### config.mk
export PLATFORM = sky130hd
export DESIGN_NAME = ifu_fetch_queue
export DESIGN_NICKNAME = d
export VERILOG_FILES = /design/src/rtl/ifu_fetch_queue.sv
export SDC_FILE = /design/constraint.sdc
export NUM_CORES = 1
export LEC_CHECK = 0
export CAP_MARGIN = 20
export CORE_MARGIN = 1.5
export CORE_UTILIZATION = 45
export DETAILED_ROUTE_END_ITERATION = 6
export PLACE_DENSITY = 0.76
export SKIP_LAST_GASP = 1
export SYNTH_ARGS = -nofsm -noshare
export SYNTH_HDL_FRONTEND = slang
export SYNTH_SLANG_ARGS = --single-unit
### constraint.sdc
create_clock -name clk_i -period 4.1 [get_ports clk_i]
set_clock_uncertainty 0.15 [all_clocks]
set_input_delay 0.82 -clock clk_i [delete_from_list [all_inputs] [get_ports clk_i]]
set_output_delay 0.82 -clock clk_i [all_outputs]
set_load 0.05 [all_outputs]
### src/rtl/ifu_fetch_queue.sv
// ifu_fetch_queue: fetch-PC owner that issues one bundle request at a time and queues returned bundles for decode.
// Ports:
//   clk_i, rst_ni                  clock; asynchronous active-low reset
//   redirect_valid_i/redirect_pc_i flush queue, squash in-flight fetch, load new fetch PC
//   imem_req_valid_o/imem_req_addr_o  bundle request (memory always accepts)
//   imem_rsp_valid_i/imem_rsp_data_i  response for the single outstanding request
//   dec_valid_o/dec_ready_i        head-bundle handshake to decode
//   dec_inst_o/dec_pc_o/dec_pc_plus_4_o  head bundle contents
//   fq_count_o                     occupied queue entries
//   perf_fetch_cnt_o/perf_stall_cnt_o/perf_flush_cnt_o  only with IFU_PERF_CNT_EN defined
module ifu_fetch_queue #(
  parameter int unsigned FETCH_WIDTH     = 2,
  parameter int unsigned INST_ADDR_WIDTH = 32,
  parameter int unsigned FQ_DEPTH        = 4,
  parameter logic [INST_ADDR_WIDTH-1:0] RESET_PC = '0
) (
  input  logic                          clk_i,
  input  logic                          rst_ni,
  input  logic                          redirect_valid_i,
  input  logic [INST_ADDR_WIDTH-1:0]    redirect_pc_i,
  output logic                          imem_req_valid_o,
  output logic [INST_ADDR_WIDTH-1:0]    imem_req_addr_o,
  input  logic                          imem_rsp_valid_i,
  input  logic [32*FETCH_WIDTH-1:0]     imem_rsp_data_i,
  output logic                          dec_valid_o,
  input  logic                          dec_ready_i,
  output logic [32*FETCH_WIDTH-1:0]     dec_inst_o,
  output logic [INST_ADDR_WIDTH-1:0]    dec_pc_o,
  output logic [INST_ADDR_WIDTH-1:0]    dec_pc_plus_4_o,
  output logic [$clog2(FQ_DEPTH):0]     fq_count_o
`ifdef IFU_PERF_CNT_EN
  ,
  output logic [31:0]                   perf_fetch_cnt_o,
  output logic [31:0]                   perf_stall_cnt_o,
  output logic [31:0]                   perf_flush_cnt_o
`endif
);
  localparam int unsigned PW = $clog2(FQ_DEPTH);
  localparam int unsigned CW = PW + 1;
  localparam int unsigned AW = INST_ADDR_WIDTH;
  localparam int unsigned DW = 32 * FETCH_WIDTH;
  typedef enum logic [1:0] {IDLE, WAIT, DROP} state_e;
  state_e        state_q, state_d;
  logic [AW-1:0] fetch_pc_q, fetch_pc_d, req_pc_q;
  logic [DW-1:0] inst_q [FQ_DEPTH];
  logic [AW-1:0] pc_q [FQ_DEPTH];
  logic [PW-1:0] rd_q, wr_q;
  logic [CW-1:0] cnt_q, cnt_d;
  logic          issue, enq, deq;
  assign dec_valid_o      = cnt_q != '0;
  assign deq              = dec_valid_o & dec_ready_i & ~redirect_valid_i;
  // A same-cycle dequeue frees the slot this request will land in, so the check reserves space.
  // Gated by reset so the request line reads 0 while reset is held.
  assign issue            = rst_ni & (state_q == IDLE) & ((cnt_q != CW'(FQ_DEPTH)) | deq);
  assign enq              = (state_q == WAIT) & imem_rsp_valid_i & ~redirect_valid_i;
  assign imem_req_valid_o = issue;
  assign imem_req_addr_o  = fetch_pc_q;
  assign dec_inst_o       = inst_q[rd_q];
  assign dec_pc_o         = pc_q[rd_q];
  assign dec_pc_plus_4_o  = pc_q[rd_q] + AW'(4);
  assign fq_count_o       = cnt_q;
  // A redirect squashes anything in flight, including a request issued in this very cycle.
  always_comb begin
    state_d    = redirect_valid_i ? ((state_q == IDLE && !issue) ? IDLE : DROP) :
                 state_q == IDLE  ? (issue ? WAIT : IDLE) :
                 imem_rsp_valid_i ? IDLE : state_q;
    fetch_pc_d = redirect_valid_i ? (redirect_pc_i & ~AW'(3)) :
                 issue ? fetch_pc_q + AW'(4 * FETCH_WIDTH) : fetch_pc_q;
    cnt_d      = redirect_valid_i ? '0 : cnt_q + CW'(enq) - CW'(deq);
  end
  always_ff @(posedge clk_i or negedge rst_ni) begin
    if (!rst_ni) begin
      state_q    <= IDLE;
      fetch_pc_q <= RESET_PC;
      req_pc_q   <= '0;
      rd_q       <= '0;
      wr_q       <= '0;
      cnt_q      <= '0;
      for (int i = 0; i < FQ_DEPTH; i++) begin
        inst_q[i] <= '0;
        pc_q[i]   <= '0;
      end
    end else begin
      state_q    <= state_d;
      fetch_pc_q <= fetch_pc_d;
      cnt_q      <= cnt_d;
      rd_q       <= redirect_valid_i ? '0 : rd_q + PW'(deq);
      wr_q       <= redirect_valid_i ? '0 : wr_q + PW'(enq);
      if (issue) req_pc_q <= fetch_pc_q;
      if (enq) begin
        inst_q[wr_q] <= imem_rsp_data_i;
        pc_q[wr_q]   <= req_pc_q;
      end
    end
  end
  overflow_a: assert property (@(posedge clk_i) disable iff (!rst_ni) !(enq && cnt_q == CW'(FQ_DEPTH)));
`ifdef IFU_PERF_CNT_EN
  logic [31:0] fetch_cnt_q, stall_cnt_q, flush_cnt_q;
  always_ff @(posedge clk_i or negedge rst_ni) begin
    if (!rst_ni) begin
      fetch_cnt_q <= '0;
      stall_cnt_q <= '0;
      flush_cnt_q <= '0;
    end else begin
      fetch_cnt_q <= fetch_cnt_q + 32'(enq && fetch_cnt_q != '1);
      stall_cnt_q <= stall_cnt_q + 32'(dec_valid_o && !dec_ready_i && stall_cnt_q != '1);
      flush_cnt_q <= flush_cnt_q + 32'(redirect_valid_i && flush_cnt_q != '1);
    end
  end
  assign perf_fetch_cnt_o = fetch_cnt_q;
  assign perf_stall_cnt_o = stall_cnt_q;
  assign perf_flush_cnt_o = flush_cnt_q;
`endif
endmodule
After elaboration in Yosys (flattened, before gate mapping)
Index checks and enable logic that the tools add are counted.
{ "classes": {"add_sub_neg": 6, "n_lt_le_gt_ge": 3, "n_eq_ne": 2, "muxes": 22, "bitwise": 10, "n_reduce_logical": 7} }
{ "op_table": {"columns": ["cell", "n"], "rows": [
  ["bitwise mux 256 bit", 1],
  ["two-way mux 64 bit", 3],
  ["two-way mux 32 bit", 5],
  ["binary-select mux 64 bit (select 2 bit)", 1],
  ["bitwise mux 128 bit", 1],
  ["demux 64 bit (select 2 bit)", 1],
  ["binary-select mux 32 bit (select 2 bit)", 1],
  ["demux 32 bit (select 2 bit)", 1],
  ["adder 32 x 3 -> 32 bit (second input constant)", 1],
  ["adder 32 x 4 -> 32 bit (second input constant)", 1],
  ["two-way mux 2 bit", 6],
  ["AND 1 bit", 6],
  [">= comparator 3 bit (second input constant)", 2],
  ["inverter 2 -> 3 bit", 2],
  ["nonzero test 3 bit", 2],
  ["adder 2 x 1 -> 2 bit", 2],
  ["adder 3 x 1 -> 3 bit", 1],
  ["< comparator 3 x 1 -> 1 bit (second input constant)", 1],
  ["two-way mux 3 bit", 1],
  ["inequality test 3 bit (second input constant)", 1],
  ["subtractor 3 x 1 -> 3 bit", 1],
  ["equality test 2 x 1 -> 1 bit (second input constant)", 1],
  ["logical AND 1 bit", 2],
  ["logical NOT 2 bit", 1],
  ["other kinds (5)", 5]
]} }
{ "totals": {"regBits": 457, "input_bits": 101, "output_inout_bits": 165, "wordCells": 64} }

Logic depth before layout (Yosys ltp)
Gate-level depths: netlist (run 1).
{ "depth": {"word_depth": 9, "mapped_depth": 10} }

Worst setup path after synthesis (run 1)
Ideal clock, no wire load.
{ "synth_timing": {"kind": "register -> output", "from": "reg rd_q[0]", "to": "out dec_pc_plus_4_o[24]", "t_arrival_ns": 3.187, "required_ns": 3.130, "setup_slack_ns": -0.057, "stages_incl_launch_ff": 11, "path_buffers": 3, "path_cell_list": "dfrtp_1 > buf_4 > buf_4 > mux4_2 > ha_1 > nand2_1 > o22ai_1 > nand4_1 > clkbuf_1 > nor4_1 > xor2_1"} }
{ "synth_via": {"elab_chain_len": 5} }
{ "synth_rtl": {"columns": ["element", "line", "rtl"], "rows": [
  ["from (decl)", "47", "logic [PW-1:0] rd_q, wr_q;"],
  ["from (signal assigned)", "87", "rd_q <= redirect_valid_i ? '0 : rd_q + PW'(deq);"],
  ["inverter 2 -> 3 bit", null, null],
  ["binary-select mux 32 bit (select 2 bit)", null, null],
  ["two-way mux 32 bit (2 in a row)", null, null],
  ["named net dec_pc_o[2]", "28", "output logic [INST_ADDR_WIDTH-1:0] dec_pc_o,"],
  ["adder 32 x 3 -> 32 bit", "60", "assign dec_pc_plus_4_o = pc_q[rd_q] + AW'(4);"],
  ["to (decl)", "29", "output logic [INST_ADDR_WIDTH-1:0] dec_pc_plus_4_o,"]
]} }
The timed path passes the listed nets, and every way through them passes these cells. The select of a mux whose other input is x is not followed.

Worst setup path in the final report (run 1)
{ "layout_timing": {"from": "reg rd_q[0]", "to": "out dec_pc_plus_4_o[29]"} }
{ "layout_via": {"elab_chain_len": 5} }
{ "layout_rtl": {"columns": ["element", "line"], "rows": [
  ["inverter 2 -> 3 bit (implied by the code)", "60"],
  ["binary-select mux 32 bit (select 2 bit)", "60"],
  ["two-way mux 32 bit (implied by the code) (2 in a row)", "60"],
  ["adder 32 x 3 -> 32 bit", "60"]
]} }
No other way between the ends. The select of a mux whose other input is x is not followed.

==> metrics.txt, run 1 <==
run status=finished clean; number of enable flip-flop cells after synthesis=0; Final Critical Period=4.09 ns; Pwr per Cell Area=569 nW/um2; Gate Count Post-Synth=1379; launch instance of the worst register-to-register path=imem_req_addr_o[12]; total area of sequential cells=11100 um2; leakage power figure=0.0123 uW; Die Area=45800 um2; register area share after synthesis=0.556; instance area after placement=23600 um2; GRT Residual Overflow=0; VDD IR max=329 uV; relative area change from synthesis to final layout=29.0%; startpoint class of the critical path=register; post-route design area=25800 um2; clock tree from TritonCTS=built; Post-Syn Area per Cell=14.5 um2; TritonCTS buffer count=49; wirelength, routed=47200 um; count of filler cells inserted in the layout=3427; Hold Violations, Final=0; number of library cell types mapped by synthesis=48; Req. time, crit path=3.13 ns; highest fanout seen on the critical path=14; final weighted congestion of routability-driven global placement=0.803; top library cells by usage in the layout, fill and taps aside=443 x dfrtp_1, 378 x mux2_2, 205 x clkdlybuf4s50_1; Place WS=0.0482 ns; post-route fraction of the period consumed by the critical path=0.998; count of endpoints failing setup in the final report=0; routed via count divided by cell count=5.51; post-route core utilization=0.587; most frequently used flop master after synthesis=dfrtp_1; endpoint arrival time on the critical path=3.12 ns; launch point of the critical path=rd_q[0]; normalized max-slew margin=0.260; Buffers on Ports=257; I/O pin total=266; type of destination of the critical path=output pin; Slew Viols, Final=0; class of the tightest hold or removal check=reg -> reg; number of register bits inferred by synthesis=445; placeable core area=44000 um2; Iteration-0 DRC Markers=742; WL per Instance=20.6 um; RSZ-0062 raised after global routing=true; source-to-sink clock delay at the later pin of the worst-skew pair=0.58 ns; routed vias=12700; top-area cell type share of the netlist area=0.556; initial cell density of the core=0.455; horizontal die dimension=214 um; fraction of final layout cells sized beyond drive strength 1=0.403; Fmax achieved=244 MHz; synthesized cell area=20000 um2; hold path start=inst_q[112]; area used by multi-input combinational logic=8770 um2; Die Y=214 um; maximum number of pins on one net before global-route repair=202; number of buffers on the longest clock path=3; total number of nets in the final design=1774; remaining design rule violation count=0; WS Path Type=reg -> out; root cell of the clock tree=clkbuf_16; Yosys warning count=0; transition time at the pin with the least slew margin=1.11 ns; CTS H-Tree Depth=2; final HPWL from detailed placement=29900 um; most common cell after layout, fill and taps aside=dfrtp_1; first drt pass iteration count=5; number of clock sinks=445; initial antenna violation count=0; Final WS setup=0.00937 ns; placement row count=77; cell taking the most area after synthesis=dfrtp_1; cell types occupying the most area after synthesis=dfrtp_1 56%, mux2_2 21%, mux4_2 11%; clock edge transition at the registers on the reported setup and hold paths=0.06 ns; max cap viols=0; first-pass GRT wire length=75000 um; Async S/R FF share, synth=1.00; via count of the first global-routing pass=13400; post-detailed-route count of antenna-violating nets=0; Total Routing Usage GR=0.206
worst max-delay path, cell delays in order (launching register included):
cell and delay (ns):
dfrtp_4 0.57, buf_16 0.20, mux4_2 0.37, and4_4 0.27, nand2_1 0.32, nor4_4 0.34, xor2_1 0.27, buf_12 0.18
synth_stat cells, drive strengths merged, types with 9 or more instances:
cell / n
nor4: 22
mux4: 94
o21ai: 30
nand2: 114
nor2: 22
nand4: 9
nand3: 20
mux2: 378
nor3: 12
buf: 33
xnor2: 30
xor2: 21
dfrtp: 445
clkbuf: 58
inv: 20
power breakdown:
group / switching (uW) / internal, uW / total, uW
clock network: 1780 / 2550 / 4330
logic: 2990 / 2050 / 5040
registers: 456 / 4890 / 5340
state kept, by name, indices dropped and copies added (netlist names):
| name | cells |
|---|---|
| inst_q | 256 |
| pc_q | 120 |
| imem_req_addr_o | 30 |
| req_pc_q | 30 |
| fq_count_o | 3 |
| rd_q | 2 |
| state_q | 2 |
| wr_q | 2 |
logic make-up after synthesis:
family	Yosys count	synth area share
AO/OA/AOI/OAI	49	0.0148
XOR/XNOR	51	0.0223
adder cells (fa/ha/maj)	7	0.00475
buffers and inverters	112	0.0240
flip-flops	445	0.556
multiplexers	475	0.320
other	1	0.000187
AND/OR/NAND/NOR	239	0.0582
layout make-up:
class / instances / share of cell area
flip-flops and latches: 445 / 0.431
repair buffers: 321 / 0.136
well taps: 592 / 0.0287
clock buffers: 73 / 0.0540
inverters: 21 / 0.00305
diodes: 1 / 0.0000969
clock inverters: 16 / 0.00731
multi-input cells: 828 / 0.339
per-stage QoR:
stage	power, uW	hold slack, ns	std cells	TNS, ns
finish	14700	0.348	2297	0
global route	15300	0.355	2296	-0.596
CTS	14700	0.351	2268	-0.913
detailed placement	10300	0.337	2175	0
global placement	10200	0.331	2175	0
floorplan	8370	0.324	1384	0
metal layers:
| layer | wire, um | up-vias | GRT usage |
|---|---|---|---|
| li1 | - | 5602 | - |
| met1 | 20900 | 6668 | 0.286 |
| met2 | 22700 | 317 | 0.331 |
| met3 | 2470 | 69 | 0.0354 |
| met4 | 1200 | 0 | 0.0669 |
| met5 | 0 | - | 0 |
path summary, 6_finish.rpt:
check | slack, ns | end | cells past startpoint
max in group asynchronous | 1.86 | inst_q[128] | 3
max reg2reg | 1.49 | imem_req_addr_o[30] | 5
min in group asynchronous | 0.55 | req_pc_q[30] | 2
min reg2reg | 0.35 | inst_q[112] | 1
min | 0.35 | inst_q[112] | 1
max | 0.009 | dec_pc_plus_4_o[29] | 7
repair_timing:
item                       4_1_cts  5_1_grt
hold endpoints to repair        31        0
resized for setup               18       53
gates cloned                     0        2
hold buffers                     1        0
setup endpoints to repair       65       58
buffers inserted                 3       25
pin swaps                        2       18
Power figures use the tool's default switching activity.
==> inputs of run 2 (changes only) <==
- CELL_PAD_IN_SITES_DETAIL_PLACEMENT: default -> 1
- CELL_PAD_IN_SITES_GLOBAL_PLACEMENT: default -> 2
- CORE_UTILIZATION: 45 -> 39
- PLACE_DENSITY: 0.76 -> 0.89
==> metrics.txt, run 2 (synthesis gave the netlist of run 1 again) <==
remaining design rule violation count=0; VDD IR max=302 uV; max reg flops=256; registers with the most flip-flops=inst_q (256), pc_q (120); instance area after placement=23700 um2; launch instance of the worst register-to-register path=imem_req_addr_o[12]; final weighted congestion of routability-driven global placement=0.737; first-pass GRT wire length=82000 um; Buffers on Ports=257; TritonCTS buffer count=50; Die Y=230 um; Die Area=52700 um2; post-route fraction of the period consumed by the critical path=1.02; class of the tightest hold or removal check=reg -> reg; CTS H-Tree Depth=2; normalized max-slew margin=0.283; startpoint class of the critical path=register; Fmax achieved=239 MHz; Slew Viols, Final=0; placement row count=82; total number of nets in the final design=1744; clock tree from TritonCTS=built; Place WS=0.254 ns; type of destination of the critical path=output pin; number of clock sinks=445; Hold Violations, Final=0; horizontal die dimension=230 um; Final WS setup=-0.0856 ns; count of endpoints failing setup in the final report=25; hold path start=inst_q[13]; Total Routing Usage GR=0.199; via count of the first global-routing pass=14100; Final Critical Period=4.19 ns; routed via count divided by cell count=5.32; wirelength, routed=51500 um; final HPWL from detailed placement=32500 um; count of filler cells inserted in the layout=4916; leakage power figure=0.0117 uW; launch point of the critical path=rd_q[0]; clock edge transition at the registers on the reported setup and hold paths=0.06 ns; root cell of the clock tree=clkbuf_16; area used by multi-input combinational logic=8590 um2; placeable core area=50400 um2; first drt pass iteration count=4; transition time at the pin with the least slew margin=1.08 ns; Iteration-0 DRC Markers=534; post-detailed-route count of antenna-violating nets=0; register containing the most flip-flops in the final layout=inst_q; most common cell after layout, fill and taps aside=dfrtp_1; relative area change from synthesis to final layout=27.4%; run status=complete, but fails checks; tightest hold margin=0.349 ns; setup TNS=-0.467 ns; Pwr per Cell Area=576 nW/um2; GRT Residual Overflow=0; cell depth of the worst hold path=1; fraction of final layout cells sized beyond drive strength 1=0.388; initial cell density of the core=0.398; total area of sequential cells=11100 um2; top library cells by usage in the layout, fill and taps aside=443 x dfrtp_1, 378 x mux2_2, 225 x clkdlybuf4s50_1; WL per Instance=21.9 um; I/O pin total=266; placed insts=2250; reg2reg path depth=5; max cap viols=0; maximum number of pins on one net before global-route repair=188; failing checks=setup timing; number of buffers on the longest clock path=3; routed vias=12500; endpoint arrival time on the critical path=3.22 ns; Req. time, crit path=3.13 ns; RSZ-0062 raised after global routing=true; WS Path Type=reg -> out; source-to-sink clock delay at the later pin of the worst-skew pair=0.58 ns; highest fanout seen on the critical path=36; initial antenna violation count=1; Final Instance Count excl. Fillers=2348; post-route design area=25500 um2
run 2: changes by cell type in the layout (fill, tap and decap cells not counted), moves of 3 or more:
cell	before	now
nor4_2	3	6
nor4_4	10	1
clkdlybuf4s50_1	205	225
buf_6	5	0
clkbuf_8	8	17
nand3_4	5	2
nor4_1	9	15
dlymetal6s2s_1	21	0
clkbuf_1	16	13
buf_4	51	27
buf_12	32	35
run 2: path summary, 6_finish.rpt:
path | to | slack, ns
max | dec_pc_plus_4_o[31] | -0.09
min | inst_q[13] | 0.35
max reg2reg | imem_req_addr_o[27] | 1.48
min reg2reg | inst_q[13] | 0.35
max in group asynchronous | pc_q[20] | 1.72
min in group asynchronous | imem_req_addr_o[8] | 0.54
run 2: power by group:
group | internal, uW | switching, uW | leakage (uW)
Combinational | 1940 | 2990 | 0.00491
Sequential | 4890 | 434 | 0.00603
Clock | 2650 | 1790 | 0.000808
run 2: critical path, cell delays in order (launching register included):
cell,delay [ns]
dfrtp_4,0.46
buf_12,0.30
mux4_2,0.63
and3_1,0.20
nand3_1,0.10
buf_4,0.26
nor4_2,0.08
buf_4,0.15
xor2_1,0.22
buf_12,0.19
run 2: what timing repair did:
item	in CTS	in global routing
resized for setup	16	1
endpoints found under the hold margin	27	0
cloned	0	0
pin swaps	5	0
setup buffers	4	0
hold buffers	1	0
setup endpoints to repair	78	76
run 2: metrics by stage:
step | power, uW | utilization
global placement | 10200 | 0.471
finish | 14700 | 0.506
detailed placement | 10300 | 0.471
global route | 15300 | 0.506
CTS | 14900 | 0.506
floorplan | 8370 | -
run 2: final cells by class:
class                   instances  area share
clock buffers                  81      0.0611
clock inverters                 9     0.00299
diodes                          2    0.000196
inverters                      21     0.00309
well taps                     672      0.0330
multi-input cells             827       0.337
repair buffers                291       0.126
flip-flops and latches        445       0.437
run 2: metal layers:
metal / track usage / wire [um] / up-vias
li1: - / - / 5524
met1: 0.275 / 23400 / 6668
met2: 0.327 / 25100 / 248
met3: 0.0336 / 1930 / 59
met4: 0.0481 / 1020 / 0
met5: 0 / 0 / -
